$ cat config.mk
export PLATFORM = sky130hd
export DESIGN_NAME = fpga_temp_monitor
export DESIGN_NICKNAME = d
export VERILOG_FILES = /design/src/rtl/fpga_temp_monitor_pkg.sv /design/src/rtl/temp_avg_accum.sv /design/src/rtl/fpga_temp_monitor.sv
export SDC_FILE = /design/constraint.sdc
export NUM_CORES = 1
export LEC_CHECK = 0
export BUFFER_PORTS_ARGS = -buffer_cell sky130_fd_sc_hd__buf_4
export CAP_MARGIN = 20
export CORE_ASPECT_RATIO = 1.25
export CORE_UTILIZATION = 55
export DETAILED_ROUTE_END_ITERATION = 6
export HOLD_SLACK_MARGIN = 0.15
export PLACE_DENSITY = 0.81
export SLEW_MARGIN = 20
export SYNTH_ARGS = -nofsm -noshare
export SYNTH_HDL_FRONTEND = slang
export SYNTH_SLANG_ARGS = --single-unit
$ cat constraint.sdc
create_clock -name lclk -period 2.74 [get_ports lclk]
set_input_delay 0.137 -clock lclk [delete_from_list [all_inputs] [get_ports lclk]]
set_output_delay 0.137 -clock lclk [all_outputs]
set_load 0.02 [all_outputs]
$ cat src/rtl/fpga_temp_monitor_pkg.sv
// Shared definitions for the FPGA temperature monitor: default code width,
// FSM state encoding and a saturating event-counter helper.
package fpga_temp_monitor_pkg;

    localparam int TEMP_W_DEFAULT = 12;

    typedef enum logic [1:0] {
        S_WAIT   = 2'd0,
        S_SAMPLE = 2'd1,
        S_UPDATE = 2'd2
    } state_t;

    function automatic logic [15:0] sat_inc16(input logic [15:0] value);
        return (value == 16'hFFFF) ? value : value + 16'd1;
    endfunction

endpackage

$ cat src/rtl/temp_avg_accum.sv
// Box-car accumulator: sums 2^AVG_LOG2 accepted samples and presents the
// truncated average; done flags that the next accepted sample completes the set.
module temp_avg_accum #(
    parameter int TEMP_W   = 12,
    parameter int AVG_LOG2 = 4
) (
    input  logic              lclk,
    input  logic              lclk_rst,
    input  logic              add,
    input  logic              clear,
    input  logic [TEMP_W-1:0] sample,
    output logic              done,
    output logic [TEMP_W-1:0] avg
);

    localparam int ACC_W = TEMP_W + AVG_LOG2;
    localparam int CNT_W = (AVG_LOG2 > 0) ? AVG_LOG2 : 1;
    localparam logic [CNT_W-1:0] CNT_LAST = CNT_W'((1 << AVG_LOG2) - 1);

    logic [ACC_W-1:0] acc;
    logic [CNT_W-1:0] n_cnt;

    // NOTE: sequential state uses non-blocking assignments so every register
    // samples the pre-edge values of the others, independent of block order.
    always_ff @(posedge lclk) begin
        if (lclk_rst || clear) begin
            acc   <= '0;
            n_cnt <= '0;
        end else if (add) begin
            acc   <= acc + ACC_W'(sample);
            n_cnt <= n_cnt + CNT_W'(1);
        end
    end

    assign done = (n_cnt == CNT_LAST);
    assign avg  = TEMP_W'(acc >> AVG_LOG2);

endmodule

$ cat src/rtl/fpga_temp_monitor.sv
// Periodic temperature sampler with averaging, over-temperature alarm and
// optional raw min/max tracking (enabled by defining TEMP_MON_MINMAX_EN).
module fpga_temp_monitor
    import fpga_temp_monitor_pkg::*;
#(
    parameter int          TEMP_W     = TEMP_W_DEFAULT,
    parameter logic [15:0] SAMPLE_DIV = 16'd1000,
    parameter int          AVG_LOG2   = 4
) (
    input  logic              lclk,
    input  logic              lclk_rst,
    input  logic [TEMP_W-1:0] device_temp,
    input  logic [TEMP_W-1:0] hi_thresh,
    input  logic [TEMP_W-1:0] lo_thresh,
    input  logic              minmax_clr,
    output logic [TEMP_W-1:0] avg_temp,
    output logic              avg_valid,
    output logic [TEMP_W-1:0] temp_min,
    output logic [TEMP_W-1:0] temp_max,
    output logic              over_temp,
    output logic [15:0]       over_temp_cnt
);

    localparam logic [TEMP_W-1:0] TEMP_MIN_INIT = '1;

    state_t            state, state_next;
    logic [15:0]       div_cnt;
    logic              div_last;
    logic              accept;
    logic              do_update;
    logic              acc_done;
    logic [TEMP_W-1:0] acc_avg;

    assign div_last = (div_cnt == SAMPLE_DIV - 16'd1);

    always_ff @(posedge lclk) begin
        if (lclk_rst) state <= S_WAIT;
        else          state <= state_next;
    end

    always_ff @(posedge lclk) begin
        if (lclk_rst)              div_cnt <= '0;
        else if (state == S_WAIT)  div_cnt <= div_last ? '0 : div_cnt + 16'd1;
    end

    // NOTE: every output of this block gets a default first so no path can
    // leave one unassigned and infer a latch.
    always_comb begin
        state_next = state;
        accept     = 1'b0;
        do_update  = 1'b0;
        case (state)
            S_WAIT: begin
                if (div_last) state_next = S_SAMPLE;
            end
            S_SAMPLE: begin
                state_next = S_WAIT;
                // A zero code means the CDC stage has no reading yet.
                if (device_temp != '0) begin
                    accept = 1'b1;
                    if (acc_done) state_next = S_UPDATE;
                end
            end
            S_UPDATE: begin
                do_update  = 1'b1;
                state_next = S_WAIT;
            end
            default: state_next = S_WAIT;
        endcase
    end

    temp_avg_accum #(
        .TEMP_W   (TEMP_W),
        .AVG_LOG2 (AVG_LOG2)
    ) u_accum (
        .lclk     (lclk),
        .lclk_rst (lclk_rst),
        .add      (accept),
        .clear    (do_update),
        .sample   (device_temp),
        .done     (acc_done),
        .avg      (acc_avg)
    );

    always_ff @(posedge lclk) begin
        if (lclk_rst) begin
            avg_temp      <= '0;
            avg_valid     <= 1'b0;
            over_temp     <= 1'b0;
            over_temp_cnt <= '0;
        end else begin
            avg_valid <= do_update;
            if (do_update) begin
                avg_temp <= acc_avg;
                // Set is tested first so it wins when the thresholds overlap.
                if (acc_avg >= hi_thresh) begin
                    over_temp <= 1'b1;
                    if (!over_temp) over_temp_cnt <= sat_inc16(over_temp_cnt);
                end else if (acc_avg < lo_thresh) begin
                    over_temp <= 1'b0;
                end
            end
        end
    end

`ifdef TEMP_MON_MINMAX_EN
    always_ff @(posedge lclk) begin
        if (lclk_rst) begin
            temp_min <= TEMP_MIN_INIT;
            temp_max <= '0;
        end else if (minmax_clr && accept) begin
            temp_min <= device_temp;
            temp_max <= device_temp;
        end else if (minmax_clr) begin
            temp_min <= TEMP_MIN_INIT;
            temp_max <= '0;
        end else if (accept) begin
            if (device_temp < temp_min) temp_min <= device_temp;
            if (device_temp > temp_max) temp_max <= device_temp;
        end
    end
`else
    logic unused_minmax_clr;
    assign unused_minmax_clr = minmax_clr;
    assign temp_min          = TEMP_MIN_INIT;
    assign temp_max          = '0;
`endif

endmodule

==> metrics.txt, run 1 <==
status=complete, no violations; commonest non-fill, non-tap cell in the layout=buf_4; max-slew violations=0; Synth Register Bits=68; Mapped Area=4244 µm²; share of cells above drive strength 1=17.83%; Min-Delay Endpoint=u_accum.acc[0]; H-tree levels=3; hold slack=0.1891 ns; initial DRC count=152; DRC Markers=0; most frequent cells in the layout=buf_4 (77), dfxtp_1 (68), nand2_1 (64); sequential area share after synthesis=32.08%; HP Class=primary input to flip-flop; Synth Area in Compound Gates=15.42%; adder-cell share of the synthesized area=11.67%; Syn-to-layout area delta=18.31%; # resized after CTS=0; RR Endpoint=over_temp_cnt[6]; DR vias/cell=5.720; reg2reg start=u_accum.acc[14]; clock-pin slew on the worst setup and hold paths=0.08 ns; clk buf depth=2; grt ovf=0; endpoint class of the critical path=flip-flop; flop2flop setup slack=0.44 ns; FILL cells=616; Top FF cell, synth=dfxtp_1; largest family of logic cells by synthesized area=simple AND/OR/NAND/NOR gates; IO buf count=67; count of final setup violators=0; clk_lat worst skew=0.34 ns; Syn Area/Cell=8.053 µm²; WS Path Type=flip-flop to flip-flop; EDFF count, synth=0; post-synthesis mux area share=2.064%; GRT Overall Usage=26.41%; setup bufs post-CTS=0; Req. time, crit path=2.95 ns; PD cells=441.4 nW/µm²; Leakage=2.177 nW; Sinks on Clock Net=68; post-synthesis cell type count=60; # Max-Cap Violations=0; Final ANT Viol Nets=0; fmax=0.4341 GHz; cell count after synthesis=527; Hold Crit Start=device_temp[0]; CTS Hold Buffers Added=0; max_slew headroom=48.43%; std cell rows=35; final worst-path cycle share=84.07%; Post-Synth Simple-Gate Area=25.12%; Die Ht=100.2 µm; io pins=93; Setup crit start kind=flip-flop; clock root buffer=clkbuf_8; initial antenna violation count=0; Multi-input gate area=2604 µm²; clock skew=0.008538 ns; CTS tree=done; RSZ-0062 raised after global routing=no; Final TNS setup=0 ns; post-layout min period=2.304 ns; number of global-route vias before repair=3,818; critical path arrival=2.51 ns; Die X=80.57 µm; total CTS buffers=9; Antenna diodes=0; fin nets=673; maximum VDD drop=297.0 µV; initial core utilization=57.35%; Routed WL=9909 µm; Synth Area in XOR/XNOR=4.953%; GPL Wtd Cong=0.8470; R2R depth=8; Crit Path Max Fanout=16; Hold Path Cell Cnt=4; Register Area=1361 µm²; Final Hold Vio Count=0; worst-margin pin slew=0.7735 ns; Die Area=8074 µm²; routed vias=3,958; Pre-Repair DR Iteration Count=4; largest net degree at the start of global routing=52; core region area=7401 µm²; DP Wirelength=7347 µm; yosys warns=0; first-pass GRT wire length=16,850 µm; Synth async-reset ratio=0%; Avg WL per Cell=14.32 µm
-- cell families (layout without fill, tap and decap cells) --
kind of cell / Yosys count / count (layout)
adder cells (fa/ha/maj): 39 / 39
flip-flops: 68 / 68
multiplexers: 8 / 8
XOR/XNOR: 24 / 24
buffers and inverters: 70 / 121
AO/OA/AOI/OAI: 108 / 108
AND/OR/NAND/NOR: 208 / 208
other: 2 / 24
-- worst max path at each step --
stage                          startpoint                end  slack (ns)  cells past startpoint
after floorplan           u_accum.acc[13]   over_temp_cnt[3]        0.69                      8
after global placement     u_accum.acc[4]  over_temp_cnt[11]        0.52                      9
after detailed placement  u_accum.acc[13]  over_temp_cnt[11]        0.46                      8
after CTS                 u_accum.acc[14]   over_temp_cnt[6]        0.44                      8
after global routing      u_accum.acc[14]   over_temp_cnt[6]        0.21                      8
final                     u_accum.acc[14]   over_temp_cnt[6]        0.44                      8
-- critical path, stage by stage, from the launching register on --
cell and delay [ns]:
dfxtp_1 0.43, ha_1 0.29, o21a_1 0.19, a21oi_2 0.18
o211ai_1 0.14, o21ai_2 0.49, buf_4 0.27, or4_1 0.11
a21oi_1 0.07
-- report_power, final --
group | switching (W) | internal, W
Combinational | 0.000102 | 0.0000651
Sequential | 0.00000431 | 0.000991
Clock | 0.000396 | 0.000658
-- synthesized netlist by cell type, types with 2 or more instances --
cell / number / area share [%]
clkbuf_1: 11 / 0.97
or3_1: 11 / 1.6
nand4_1: 18 / 2.7
conb_1: 2 / 0.18
o21ai_1: 2 / 0.24
o21ai_2: 2 / 0.41
buf_4: 25 / 4.4
inv_1: 28 / 2.5
a21oi_1: 52 / 6.1
dfxtp_1: 68 / 32
a21oi_2: 2 / 0.41
o21ai_0: 23 / 2.7
nand3b_1: 2 / 0.35
nand2b_1: 5 / 0.74
or4_1: 5 / 0.88
xor2_1: 14 / 2.9
ha_1: 38 / 11
nor2b_1: 10 / 1.5
a311o_1: 2 / 0.47
mux2i_1: 2 / 0.47
a21o_1: 3 / 0.53
nand3_1: 15 / 1.8
buf_2: 4 / 0.47
o211ai_1: 5 / 0.88
xnor2_1: 10 / 2.1
mux2_1: 5 / 1.3
and3_1: 4 / 0.59
a211oi_1: 2 / 0.35
nor3_1: 5 / 0.59
nand2_1: 64 / 5.7
buf_1: 2 / 0.18
a311oi_1: 4 / 0.83
nor2_1: 45 / 4.0
nor4_1: 10 / 1.5
o221ai_1: 2 / 0.41
-- layer usage --
layer	track usage (%)	share of wire, %
met2	44.98	50
met3	5.182	4.7
met1	30.67	42
met4	14.42	2.9
met5	0	0
-- sequential cells by signal, indices dropped and copies added, names as in the netlist --
signal / count
state: 2
over_temp: 1
div_cnt: 16
over_temp_cnt: 16
u_accum.acc: 16
avg_temp: 12
avg_valid: 1
u_accum.n_cnt: 4
-- layout make-up --
cell class | instances | area share, %
multi-input cells | 411 | 51.86
inverters | 28 | 2.093
clock inverters | 5 | 2.118
repair buffers | 77 | 11.51
clock buffers | 11 | 3.015
well taps | 92 | 2.293
flip-flops and latches | 68 | 27.11
-- metrics by stage --
stage / cells / worst slack [ns] / instance area (µm²) / total power, W / utilization, %
6_report: 692 / 0.4364 / 5021 / 0.002216 / 67.84
5_1_grt: 692 / 0.2143 / 5021 / 0.002291 / 67.84
4_1_cts: 692 / 0.4362 / 5021 / 0.002223 / 67.84
3_5_place_dp: 676 / 0.4555 / 4763 / 0.001184 / 64.36
3_3_place_gp: 676 / 0.5236 / 4763 / 0.001180 / 64.36
2_1_floorplan: 549 / 0.6887 / 4327 / 0.001146 / -
Power figures use the tool's default switching activity.
==> run 2, diff against run 1 <==
==> constraint.sdc (replaced) <==
create_clock -name lclk -period 2.17 [get_ports lclk]
set_input_delay 0.1085 -clock lclk [delete_from_list [all_inputs] [get_ports lclk]]
set_output_delay 0.1085 -clock lclk [all_outputs]
set_load 0.02 [all_outputs]
==> run 2 against run 1 <==
- critical path depth is the same
- utilization grew 2.7 points
- combinational power grew 35%
- first-iteration DRC count shrank 11%
- clock-buffer cell count grew 1
- flip-flop and latch count is the same
- wire length grew 2.9%
- clock skew shrank 0.0037 ns
- largest cell class unchanged
- largest power group is now registers
==> metrics.txt, run 2 (same netlist as run 1, synthesis figures left out) <==
Antenna diodes=0; IO buf count=67; R2R depth=8; total CTS buffers=9; GRT Overall Usage=25.99%; Syn-to-layout area delta=22.97%; Req. time, crit path=2.40 ns; worst-margin pin slew=0.6449 ns; HP Class=primary input to flip-flop; Worst Slack Setup Final=0.05727 ns; flop2flop setup slack=0.06 ns; DR vias/cell=5.674; endpoint class of the critical path=flip-flop; reg2reg start=u_accum.acc[15]; share of cells above drive strength 1=22.46%; largest net degree at the start of global routing=31; Avg WL per Cell=14.34 µm; Sinks on Clock Net=68; clock skew=0.004834 ns; DP Wirelength=7591 µm; io pins=93; Routed WL=10,200 µm; Pre-Repair DR Iteration Count=5; core region area=7401 µm²; clock root buffer=clkbuf_8; fin nets=692; first-pass GRT wire length=16,380 µm; fmax=0.4733 GHz; Die Ht=100.2 µm; Crit Path Max Fanout=5; H-tree levels=3; maximum VDD drop=292.8 µV; WS Path Type=flip-flop to flip-flop; RSZ-0062 raised after global routing=yes; final worst-path cycle share=97.36%; clock-pin slew on the worst setup and hold paths=0.07 ns; Hold Path Cell Cnt=4; critical path arrival=2.34 ns; initial core utilization=57.35%; routed vias=4,034; status=complete, no violations; Min-Delay Endpoint=u_accum.acc[0]; count of final setup violators=0; clk_lat worst skew=0.34 ns; Setup crit start kind=flip-flop; Die X=80.57 µm; initial antenna violation count=0; Hold Crit Start=device_temp[0]; hold slack=0.1765 ns; PD cells=499.8 nW/µm²; std cell rows=35; commonest non-fill, non-tap cell in the layout=buf_4; post-layout min period=2.113 ns; setup slack at placement=0.008044 ns; GPL Wtd Cong=0.8651; most frequent cells in the layout=buf_4 (92), nand2_1 (64), dfxtp_1 (62); Final Cell Area=5219 µm²; Final Hold Vio Count=0; CTS tree=done; max_slew headroom=56.92%; Die Area=8074 µm²; Leakage=2.254 nW; # Max-Cap Violations=0; Final ANT Viol Nets=0; Top Registers=div_cnt (16), over_temp_cnt (16), u_accum.acc (16); RR Endpoint=over_temp_cnt[4]; Cell Area, Placed=4883 µm²; DRC Markers=0; initial DRC count=135; max-slew violations=0; grt ovf=0; post-route core utilization=70.52%; number of global-route vias before repair=3,842; clk buf depth=2
-- run 2: worst max path at each step --
stage	to	slack, ns	depth (start not counted)	startpoint
after floorplan	over_temp_cnt[3]	0.12	8	u_accum.acc[13]
after global placement	u_accum.acc[11]	0.05	7	u_accum.acc[4]
after detailed placement	u_accum.acc[10]	0.008	8	u_accum.acc[0]
after CTS	u_accum.acc[11]	-0.02	7	u_accum.acc[4]
after global routing	over_temp_cnt[3]	-0.03	5	over_temp_cnt[8]
final	over_temp_cnt[4]	0.06	8	u_accum.acc[15]
-- run 2: power by group --
group / switching (W) / internal, W / total, W
registers: 0.00000542 / 0.00125 / 0.00126
clock network: 0.000478 / 0.000649 / 0.00113
logic: 0.000134 / 0.0000916 / 0.000226
-- run 2: critical path, cell delays in order (launching register included) --
cell,delay [ns]
dfxtp_2,0.35
ha_1,0.30
o21a_1,0.18
a21oi_2,0.08
buf_4,0.14
a21oi_4,0.15
o21ai_4,0.11
nor4b_1,0.31
mux2_2,0.38
-- run 2: cell type report --
type / instances / area [µm²]
fill: 612 / 2182
tap: 92 / 115.1
timing repair buffer: 96 / 728.2
inverter: 28 / 105.1
sequential: 68 / 1371
clock buffer: 12 / 135.1
multi-input combinational: 411 / 2690
clock inverter: 4 / 73.82
-- run 2: routing by layer --
layer	vias up	share of wire (%)	GRT usage, %
met1	1909	41	28.68
met4	0	3.5	15.93
li1	1994	-	-
met3	30	3.9	4.636
met5	-	0	0
met2	101	51	45.50
-- run 2: per-stage QoR --
stage | instances | setup TNS (ns) | power [W]
global placement | 692 | 0 | 0.001498
finish | 711 | 0 | 0.002608
CTS | 709 | -0.02407 | 0.002620
detailed placement | 692 | 0 | 0.001503
floorplan | 549 | 0 | 0.001446
global route | 711 | -0.1243 | 0.002706
-- run 2: what timing repair did --
item / 4_1_cts / 5_1_grt
setup buffers: 0 / 1
endpoints found under the hold margin: 9 / 0
endpoints found under the setup margin: 2 / 13
pin swaps: 0 / 3
hold buffers: 1 / 0
gates resized for setup: 1 / 22
cloned: 0 / 1
==> run 3, diff against run 2 <==
--- a/config.mk
+++ b/config.mk
@@ -5,9 +5,11 @@
 export SDC_FILE = /design/constraint.sdc
 export NUM_CORES = 1
 export LEC_CHECK = 0
+export ABC_CLOCK_PERIOD_IN_PS = 2170
 export BUFFER_PORTS_ARGS = -buffer_cell sky130_fd_sc_hd__buf_4
 export CAP_MARGIN = 20
-export CORE_ASPECT_RATIO = 1.25
+export CORE_ASPECT_RATIO = 1.75
+export CORE_MARGIN = 1
 export CORE_UTILIZATION = 55
 export DETAILED_ROUTE_END_ITERATION = 6
 export HOLD_SLACK_MARGIN = 0.15
==> run 3 against run 2 <==
- wire length is 8.8% higher
- register-to-register slack worse by 0.02 ns
- final area is 1.0% higher
- clock skew is 0.0017 ns higher
- utilization is 0.35 points lower
- maximum frequency is 1.1% lower
- worst setup slack worse by 0.022 ns
- via count is 3.3% higher
- sequential share of layout area is 0.39 points lower
- total power is 7.2% higher
- global-route usage is 2.0 points higher
- critical endpoint is now u_accum.acc[11]
==> metrics.txt, run 3 (same netlist as run 1, synthesis figures left out) <==
WS Path Type=flip-flop to flip-flop; Antenna diodes=0; Register Area=1365 µm²; DR vias/cell=5.911; Combinational Power Share=8.2%; Cell Area, Placed=4883 µm²; Die Area=8086 µm²; Final Cell Area=5273 µm²; post-route core utilization=70.16%; maximum VDD drop=348.6 µV; endpoint class of the critical path=flip-flop; routed vias=4,167; status=complete, no violations; DP Wirelength=8001 µm; clock skew=0.006575 ns; Multi-input gate area=2703 µm²; sequential share of power=45.0%; fin nets=690; Die Ht=118.2 µm; clk buf depth=2; fmax=0.4683 GHz; core region area=7515 µm²; Final Hold Vio Count=0; Slowest-stage cell, CP=or3b_4; Avg WL per Cell=15.74 µm; HP Class=primary input to flip-flop; Final ANT Viol Nets=0; setup slack at placement=-0.009083 ns; initial antenna violation count=0; total CTS buffers=9; Pre-Repair DR Iteration Count=6; first-pass GRT wire length=17,420 µm; Routed WL=11,100 µm; clk_lat worst skew=0.34 ns; hold slack=0.1783 ns; clock network fraction of design power=46.7%; GRT Overall Usage=28.02%; max_slew headroom=55.26%; most frequent cells in the layout=buf_4 (92), dfxtp_1 (65), nand2_1 (64); final worst-path cycle share=98.39%; RSZ-0062 raised after global routing=yes; Die X=68.41 µm; P_int=0.002110 W; CTS tree=done; Syn-to-layout area delta=24.23%; post-layout min period=2.135 ns; initial core utilization=56.48%; number of global-route vias before repair=3,916; Worst Slack Setup Final=0.03483 ns; DRC Markers=0; Layout Cells excl Fill=705; commonest non-fill, non-tap cell in the layout=buf_4; grt ovf=0; max incr delay on CP=0.43 ns; IO buf count=67; share of cells above drive strength 1=22.37%; Switching Fraction=24.56%; std cell rows=42; clock-pin slew on the worst setup and hold paths=0.06 ns; Critical Path, Cell by Cell=ha_4 > nand2_2 > or3b_4 > a31oi_4 > o211ai_1 > mux2i_1 > a311o_1; Sinks on Clock Net=68; # Max-Cap Violations=0; sw power=0.0006870 W; clock root buffer=clkbuf_16; initial DRC count=263; Top Registers=div_cnt (16), over_temp_cnt (16), u_accum.acc (16); Crit Path Max Fanout=4; Req. time, crit path=2.39 ns; FILL cells=612; max-slew violations=0; Leakage=2.276 nW; io pins=93; GPL Wtd Cong=0.9099; Setup crit start kind=flip-flop; H-tree levels=3; PD cells=530.4 nW/µm²; Placed Instances=687; largest net degree at the start of global routing=47; count of final setup violators=0; critical path arrival=2.36 ns; worst-margin pin slew=0.6687 ns
run 3: changes by cell type in the layout (fill, tap and decap cells not counted), moves of 3 or more:
cell / previous run / this run
clkbuf_16: 0 / 9
nor4_2: 4 / 1
clkinv_2: 1 / 4
clkbuf_8: 9 / 0
dfxtp_1: 62 / 65
clkbuf_1: 3 / 0
run 3: final timing paths:
check | from | slack, ns | end | cells past startpoint
worst max-delay path | u_accum.acc[4] | 0.03 | u_accum.acc[11] | 7
worst min-delay path | device_temp[0] | 0.18 | u_accum.acc[0] | 4
worst max register to register | u_accum.acc[4] | 0.03 | u_accum.acc[11] | 7
worst min register to register | u_accum.acc[0] | 0.46 | u_accum.acc[0] | 2
run 3: metal layers:
layer / track usage, % / vias up / wire length [µm]
met3: 5.502 / 44 / 560
li1: - / 1998 / -
met4: 14.97 / 0 / 419
met5: 0 / - / 0
met1: 30.27 / 1950 / 4143
met2: 48.53 / 175 / 5976
run 3: power by group through the flow:
| stage | sequential [W] | clock [W] | combinational, W |
|---|---|---|---|
| after floorplan | 0.00128 | 0 | 0.000162 |
| after global placement | 0.00129 | 0 | 0.000210 |
| after detailed placement | 0.00129 | 0 | 0.000216 |
| after CTS | 0.00126 | 0.00132 | 0.000221 |
| after global routing | 0.00126 | 0.00136 | 0.000253 |
| final | 0.00126 | 0.00131 | 0.000231 |
run 3: worst max-delay path, delay by kind of cell, from the launching register on:
| kind | cells | cell delay (ns) |
|---|---|---|
| multiplexers | 1 | 0.14 |
| adder cells (fa/ha/maj) | 1 | 0.30 |
| AO/OA/AOI/OAI | 3 | 0.72 |
| flip-flops | 1 | 0.35 |
| AND/OR/NAND/NOR | 2 | 0.51 |
run 3: cell type report:
type / count / share of cell area, %
multi-input combinational: 411 / 51.26
clock inverter: 7 / 0.8306
sequential: 68 / 25.89
inverter: 28 / 1.993
tap: 88 / 2.088
timing repair buffer: 94 / 13.67
clock buffer: 9 / 4.271
run 3: repair_timing:
action	4_1_cts	5_1_grt
setup endpoints to repair	2	10
endpoints found under the hold margin	2	0
cloned	0	0
setup buffers	0	1
hold buffers	1	0
resized for setup	4	14
pin swaps	0	3
run 3: per-stage QoR:
stage	TNS [ns]	total power [W]
6_report	0	0.002797
5_1_grt	-0.02180	0.002877
4_1_cts	0	0.002796
3_5_place_dp	-0.009083	0.001502
3_3_place_gp	0	0.001496
2_1_floorplan	0	0.001446
